$ cat src/rtl/jogo_memoria_param.sv
// Memory game: replays a growing button sequence on the LEDs and checks the
// player's repetition; the sequence comes from an LFSR or from the player.
module jogo_memoria_param #(
  parameter int N_BOTOES   = 4,
  parameter int PROF       = 16,
  parameter int TIMEOUT    = 3000,
  parameter int LED_CICLOS = 1000
) (
  input  logic                        clock,
  input  logic                        reset,
  input  logic                        iniciar,
  input  logic                        modo,
  input  logic [7:0]                  semente,
  input  logic [N_BOTOES-1:0]         botoes,
  output logic [N_BOTOES-1:0]         leds,
  output logic                        pronto,
  output logic                        ganhou,
  output logic                        perdeu,
  output logic                        timeout,
  output logic [3:0]                  db_estado,
  output logic [$clog2(PROF)-1:0]     db_rodada,
  output logic [$clog2(PROF)-1:0]     db_endereco,
  output logic [$clog2(N_BOTOES)-1:0] db_jogada
);
  localparam int AW   = $clog2(PROF);
  localparam int BW   = $clog2(N_BOTOES);
  localparam int CMAX = (TIMEOUT > LED_CICLOS) ? TIMEOUT : LED_CICLOS;
  localparam int CW   = $clog2(CMAX + 1);

  localparam logic [AW-1:0]       ULTIMO  = AW'(PROF - 1);
  localparam logic [CW-1:0]       LED_FIM = CW'(LED_CICLOS - 1);
  localparam logic [CW-1:0]       TMO_FIM = CW'(TIMEOUT - 1);
  localparam logic [N_BOTOES-1:0] UM      = N_BOTOES'(1);

  typedef enum logic [3:0] {
    INICIAL = 4'd0,  PREPARA = 4'd1, MOSTRA  = 4'd2, APAGA   = 4'd3,
    ESPERA  = 4'd4,  COMPARA = 4'd5, PROXIMA = 4'd6, NOVA    = 4'd7,
    ACERTOU = 4'd8,  ERROU   = 4'd9, ESGOTOU = 4'd10
  } estado_t;

  estado_t             estado;
  logic [BW-1:0]       mem [PROF];
  logic [AW-1:0]       rodada, endereco;
  logic [CW-1:0]       led_cnt, tmo_cnt;
  logic [7:0]          lfsr;
  logic                modo_r;
  logic [N_BOTOES-1:0] botoes_ant;
  logic                jogada_valida;

  logic                jogada, jogada_ok;
  logic [BW-1:0]       jogada_idx;
  logic                mem_we;
  logic [AW-1:0]       mem_addr;
  logic [BW-1:0]       mem_dado;

  // Fibonacci form of x^8+x^6+x^5+x^4+1.
  function automatic logic [7:0] lfsr_prox(input logic [7:0] v);
    return {v[6:0], v[7] ^ v[5] ^ v[4] ^ v[3]};
  endfunction

  function automatic logic [AW-1:0] sat_inc(input logic [AW-1:0] v);
    return (v == ULTIMO) ? v : v + AW'(1);
  endfunction

  // A press is the edge from all-released to anything pressed.
  assign jogada    = (botoes_ant == '0) && (botoes != '0);
  assign jogada_ok = $onehot(botoes);

  // NOTE: every variable driven here gets a default first, so no latch is inferred.
  always_comb begin
    jogada_idx = '0;
    for (int i = N_BOTOES - 1; i >= 0; i--)
      if (botoes[i]) jogada_idx = BW'(i);
  end

  always_comb begin
    mem_we   = 1'b0;
    mem_addr = endereco;
    mem_dado = lfsr[BW-1:0];
    if (estado == PREPARA && !modo_r) begin
      mem_we = 1'b1;
    end else if (estado == NOVA && jogada && jogada_ok) begin
      mem_we   = 1'b1;
      mem_addr = rodada;
      mem_dado = jogada_idx;
    end
  end

  // NOTE: the sequence store has no reset; its contents are rewritten before use.
  always_ff @(posedge clock) begin
    if (reset && mem_we) mem[mem_addr] <= mem_dado;
  end

  // NOTE: all state uses <= so each register sees the pre-edge values of the others.
  always_ff @(posedge clock) begin
    if (!reset) begin
      estado        <= INICIAL;
      rodada        <= '0;
      endereco      <= '0;
      led_cnt       <= '0;
      tmo_cnt       <= '0;
      lfsr          <= '0;
      modo_r        <= 1'b0;
      botoes_ant    <= '0;
      db_jogada     <= '0;
      jogada_valida <= 1'b0;
    end else begin
      botoes_ant <= botoes;
      unique case (estado)
        INICIAL, ACERTOU, ERROU, ESGOTOU: begin
          if (iniciar) begin
            modo_r   <= modo;
            lfsr     <= (semente == 8'h00) ? 8'h01 : semente;
            rodada   <= '0;
            endereco <= '0;
            estado   <= PREPARA;
          end
        end
        PREPARA: begin
          if (modo_r) begin
            rodada   <= '0;
            endereco <= '0;
            tmo_cnt  <= '0;
            estado   <= NOVA;
          end else begin
            lfsr <= lfsr_prox(lfsr);
            if (endereco == ULTIMO) begin
              endereco <= '0;
              rodada   <= '0;
              led_cnt  <= '0;
              estado   <= MOSTRA;
            end else begin
              endereco <= sat_inc(endereco);
            end
          end
        end
        MOSTRA: begin
          if (led_cnt == LED_FIM) begin
            led_cnt <= '0;
            estado  <= APAGA;
          end else begin
            led_cnt <= led_cnt + CW'(1);
          end
        end
        APAGA: begin
          if (led_cnt == LED_FIM) begin
            led_cnt <= '0;
            if (endereco < rodada) begin
              endereco <= sat_inc(endereco);
              estado   <= MOSTRA;
            end else begin
              endereco <= '0;
              tmo_cnt  <= '0;
              estado   <= ESPERA;
            end
          end else begin
            led_cnt <= led_cnt + CW'(1);
          end
        end
        ESPERA: begin
          if (jogada) begin
            db_jogada     <= jogada_idx;
            jogada_valida <= jogada_ok;
            estado        <= COMPARA;
          end else if (tmo_cnt == TMO_FIM) begin
            estado <= ESGOTOU;
          end else begin
            tmo_cnt <= tmo_cnt + CW'(1);
          end
        end
        COMPARA: begin
          if (!jogada_valida || db_jogada != mem[endereco]) begin
            estado <= ERROU;
          end else if (endereco < rodada) begin
            endereco <= sat_inc(endereco);
            tmo_cnt  <= '0;
            estado   <= ESPERA;
          end else begin
            estado <= PROXIMA;
          end
        end
        PROXIMA: begin
          if (rodada == ULTIMO) begin
            estado <= ACERTOU;
          end else begin
            rodada   <= sat_inc(rodada);
            endereco <= '0;
            if (modo_r) begin
              tmo_cnt <= '0;
              estado  <= NOVA;
            end else begin
              led_cnt <= '0;
              estado  <= MOSTRA;
            end
          end
        end
        NOVA: begin
          if (jogada) begin
            db_jogada <= jogada_idx;
            if (jogada_ok) begin
              endereco <= '0;
              led_cnt  <= '0;
              estado   <= MOSTRA;
            end else begin
              estado <= ERROU;
            end
          end else if (tmo_cnt == TMO_FIM) begin
            estado <= ESGOTOU;
          end else begin
            tmo_cnt <= tmo_cnt + CW'(1);
          end
        end
        default: estado <= INICIAL;
      endcase
    end
  end

  always_comb begin
    leds = '0;
    if (estado == MOSTRA) leds = UM << mem[endereco];
  end

  assign ganhou      = (estado == ACERTOU);
  assign perdeu      = (estado == ERROU);
  assign timeout     = (estado == ESGOTOU);
  assign pronto      = ganhou || perdeu || timeout;
  assign db_estado   = estado;
  assign db_rodada   = rodada;
  assign db_endereco = endereco;

endmodule

$ cat config.mk
export PLATFORM = sky130hd
export DESIGN_NAME = jogo_memoria_param
export DESIGN_NICKNAME = d
export VERILOG_FILES = /design/src/rtl/jogo_memoria_param.sv
export SDC_FILE = /design/constraint.sdc
export NUM_CORES = 1
export LEC_CHECK = 0
export ABC_CLOCK_PERIOD_IN_PS = 2900
export BUFFER_PORTS_ARGS = -buffer_cell sky130_fd_sc_hd__buf_4
export CAP_MARGIN = 20
export CORE_UTILIZATION = 45
export CTS_BUF_LIST = sky130_fd_sc_hd__clkbuf_8 sky130_fd_sc_hd__clkbuf_16
export DETAILED_ROUTE_END_ITERATION = 8
export PLACE_DENSITY = 0.61
export REMOVE_ABC_BUFFERS = 1
export SLEW_MARGIN = 20
export SYNTH_ARGS = -nofsm -noshare
export SYNTH_HDL_FRONTEND = slang
export SYNTH_SLANG_ARGS = --single-unit
$ cat constraint.sdc
create_clock -name clock -period 2.9 [get_ports clock]
set_input_delay 0.29 -clock clock [delete_from_list [all_inputs] [get_ports clock]]
set_output_delay 0.29 -clock clock [all_outputs]
set_load 0.005 [all_outputs]
==> reports/summary.log <==
INFO  run_status     result_of_the_run=completed
INFO  die            number_of_placed_i_o_pins=38
INFO  cts            clk_pin_slew_worst_paths=0.09ns
INFO  power_and_ir_drop power_report.internal_total=2.43mW
INFO  worst_hold_path min_from=modo
INFO  worst_hold_path hold_path_class=input pin to register
INFO  worst_setup_path max_stage_delay=0.47ns
INFO  worst_setup_path worst-endpoint-arrival=2.42ns
INFO  logic_synthesis yosysSeqAreaShare=0.429
INFO  global_routing first_pass_grt_wire_length=20.5mm
INFO  cts            postCtsHoldBufs=0
INFO  worst_setup_path start_kind=register
INFO  route          drt_pass_1_iters=4
INFO  power_and_ir_drop power.clock.fraction=0.218
INFO  cells_and_area seq_area=2080squm
INFO  cells_and_area num-fill-cells=998
INFO  logic_synthesis synth_enable_flop_cells=32
INFO  cts            htreeDepth=3
INFO  sta            setup_ws=0.190ns
INFO  sta            worst_clock_skew=0.00797ns
INFO  cells_and_area finish.utilization=0.563
INFO  worst_setup_path path_delay_family=multiplexers
INFO  place          detail_placement_hpwl=9.38mm
INFO  route          detail_route.wirelength=12.3mm
INFO  die            floorplan.die_area=11,200squm
INFO  logic_synthesis total_standard_cell_area_after_synthesis=4860squm
INFO  sta            max_slew.worst_pin.slew=0.916ns
INFO  power_and_ir_drop leakage=2.13nW
INFO  power_and_ir_drop switching_share=0.361
INFO  sta            fmaxAchievable=369MHz
INFO  logic_synthesis yosys_warnings=0
INFO  place          globalplace.congestion=0.871
INFO  die            core-area=10,400squm
INFO  route          drt-wirelength-per-cell=16.0um
INFO  sta            grt_setup_unrepaired=false
INFO  power_and_ir_drop ir_drop=306uV
INFO  global_routing grtUsageTotal=0.233
INFO  global_routing grt_pass1_vias=4,276
INFO  worst_setup_path worst_ep_required_time=2.61ns
INFO  cells_and_area num-nets-final=657
INFO  route          drc=0
INFO  cts            max-clock-path-buffers=2
INFO  worst_setup_path critical_path.slowest_cell=sky130_fd_sc_hd__or4_1
INFO  worst_setup_path critical_path_class=register to primary output
INFO  logic_synthesis synthTopCellsByArea=sky130_fd_sc_hd__dfxtp_1 (23%), sky130_fd_sc_hd__edfxtp_1 (20%), sky130_fd_sc_hd__nor2_1 (6.3%)
INFO  worst_setup_path cp-end-kind=primary output
INFO  route          number_of_nets_with_antenna_violations_after_routing=0
INFO  power_and_ir_drop switching_power=1.37mW
INFO  sta            setup-violations-final=0
INFO  logic_synthesis netlist_instances=553
INFO  logic_synthesis postSynth.asyncResetShare=0
INFO  place          dpl_worst_slack=-0.256ns
INFO  cells_and_area syn_to_final_growth=20.7%
INFO  run            max_cap_violations=0
INFO  cts            number_of_buffers_inserted_during_clock_tree_synthesis=9
INFO  cells_and_area share_of_post_route_cells_with_drive_strength_above_1=0.197
INFO  sta            timing_hold_violations_final=0
INFO  logic_synthesis synth.distinct_cells=68
INFO  sta            relSlewSlack=0.388
INFO  die            die_x=106um
INFO  power_and_ir_drop proportion_of_power_drawn_by_combinational_gates=0.374
INFO  cts            cts-root-buf=sky130_fd_sc_hd__clkbuf_8
INFO  global_routing antenna_found_initial=0
INFO  global_routing grt_start_max_net_pins=30
INFO  sta            layout_worst_path_cycle_share=0.934
INFO  die            initial_standard_cell_utilization_of_the_core=0.466
INFO  route          post_drt_via_cell_ratio=5.61
INFO  power_and_ir_drop powerDensity=649nW/um^2
INFO  worst_setup_path critPathBufInv=3
INFO  sta            finalWorstPathRequiredPeriod=2.71ns
INFO  logic_synthesis ys_ff_latch=88
INFO  cells_and_area multi_input_area=2620squm
INFO  worst_setup_path path_max_fanout=16
INFO  logic_synthesis synth_top_cell_by_area=sky130_fd_sc_hd__dfxtp_1
INFO  die            fp.dieH=106um
INFO  logic_synthesis yosys-top-cells-count=sky130_fd_sc_hd__nor2_1 (81), sky130_fd_sc_hd__nand2_1 (60), sky130_fd_sc_hd__dfxtp_1 (56)
INFO  cts            clk-insertion-delay-late=0.37ns
INFO  place          portBuffers=37
INFO  logic_synthesis synth_top_area_share=0.231
INFO  worst_setup_path crit_top_cell=sky130_fd_sc_hd__buf_4
INFO  route          dr_total_vias=4,316
INFO  global_routing grt_overflow=0
INFO  die            num_rows=37
INFO  cts            cts.sink_count=88
INFO  worst_setup_path critical_path.cell_chain=buf_12 -> mux2i_1 -> mux4_2 -> mux2i_4 -> buf_4 -> or4_1 -> nor2_1 -> buf_4
INFO  cells_and_area ant_cells=0
INFO  logic_synthesis synth-main-ff-cell=sky130_fd_sc_hd__dfxtp_1
INFO  logic_synthesis yosys.cell_count.top_type=sky130_fd_sc_hd__nor2_1
INFO  power_and_ir_drop seq_power_share=0.408
INFO  route          initialDrtViolationCount=302
INFO  cts            tritoncts_clock_tree=done
INFO  logic_synthesis syn_area_per_cell=8.78squm
INFO  sta            report.final.slew_viol_count=0
-- tightest hold or removal path, stage by stage --
cell and delay (ns):
sky130_fd_sc_hd__buf_4 0.08, sky130_fd_sc_hd__mux2i_1 0.05, sky130_fd_sc_hd__nor2_1 0.08
-- routing by layer --
metal | part of all wire | track usage
met2 | 0.48 | 0.398
met5 | 0 | 0
met3 | 0.031 | 0.0405
met1 | 0.46 | 0.293
met4 | 0.025 | 0.0913
-- path summary, 6_finish.rpt --
check                           slack, ns             end  cells past startpoint
worst max-delay path                 0.19         leds[0]                      8
worst min-delay path                 0.15          modo_r                      3
worst max register to register       0.23  db_endereco[3]                      9
worst min register to register       0.50      tmo_cnt[1]                      2
-- cell usage in the layout (no fill, tap or decap), types with 6 or more instances in the layout --
cell type,Yosys,final
sky130_fd_sc_hd__xnor2_1,8,8
sky130_fd_sc_hd__a21oi_1,25,25
sky130_fd_sc_hd__nand2_1,60,60
sky130_fd_sc_hd__xor2_1,9,9
sky130_fd_sc_hd__nand4_1,7,7
sky130_fd_sc_hd__buf_4,1,87
sky130_fd_sc_hd__dfxtp_1,56,56
sky130_fd_sc_hd__a31oi_1,16,16
sky130_fd_sc_hd__a211oi_1,8,8
sky130_fd_sc_hd__o21ai_1,7,8
sky130_fd_sc_hd__o21ai_0,20,19
sky130_fd_sc_hd__nand2b_1,6,6
sky130_fd_sc_hd__nand3_1,17,17
sky130_fd_sc_hd__clkbuf_8,0,9
sky130_fd_sc_hd__and3_1,8,8
sky130_fd_sc_hd__mux2i_1,26,26
sky130_fd_sc_hd__nor2_1,81,81
sky130_fd_sc_hd__edfxtp_1,32,32
sky130_fd_sc_hd__inv_1,17,17
sky130_fd_sc_hd__nor3_1,27,27
sky130_fd_sc_hd__ha_1,11,11
sky130_fd_sc_hd__nor2b_1,8,8
-- registers in the layout (all words and copies together) (netlist names), named ones only --
name and count:
led_cnt 12, jogada_valida 1, tmo_cnt 12, db_jogada 2
db_rodada 4, db_endereco 4, mem 32, botoes_ant 4
db_estado 4, modo_r 1, lfsr 8
-- layout make-up --
cell class / count / area share
Sequential cell: 88 / 0.355
Inverter: 17 / 0.0109
Tap cell: 136 / 0.0290
Multi-Input combinational cell: 422 / 0.447
Timing Repair Buffer: 91 / 0.125
Clock buffer: 9 / 0.0211
Clock inverter: 7 / 0.0120
-- cell families after synthesis --
family | synth area share
AOI/OAI and AO/OA | 0.164
xor gates and xnor gates | 0.0307
adders and majority gates | 0.0345
buffers and inverters | 0.0374
DFF | 0.429
muxes | 0.0698
and+or+nand+nor | 0.235
-- power by group through the flow --
stage / logic [mW] / clock network, mW / registers, mW
CTS: 1.42 / 0.856 / 1.55
global placement: 1.39 / 0 / 1.58
detailed placement: 1.41 / 0 / 1.58
global route: 1.56 / 0.892 / 1.57
finish: 1.42 / 0.830 / 1.55
floorplan: 0.772 / 0 / 1.59
-- through the flow --
stage                     cells  TNS (ns)  hold WS [ns]  cell area, sq um  total power, mW
final                       770         0         0.154              5860             3.80
after global routing        770         0         0.158              5860             4.03
after CTS                   770         0         0.143              5840             3.82
after detailed placement    754    -11.97         0.470              5650             2.99
after global placement      754     -7.56         0.460              5650             2.96
after floorplan             527    -32.43         0.406              4740             2.36
-- timing repair --
item | in CTS | in global routing
endpoints found under the hold margin | 0 | 0
setup endpoints to repair | 0 | 21
setup buffers | 0 | 0
resized for setup | 0 | 4
(Power assumes the default switching activity.)
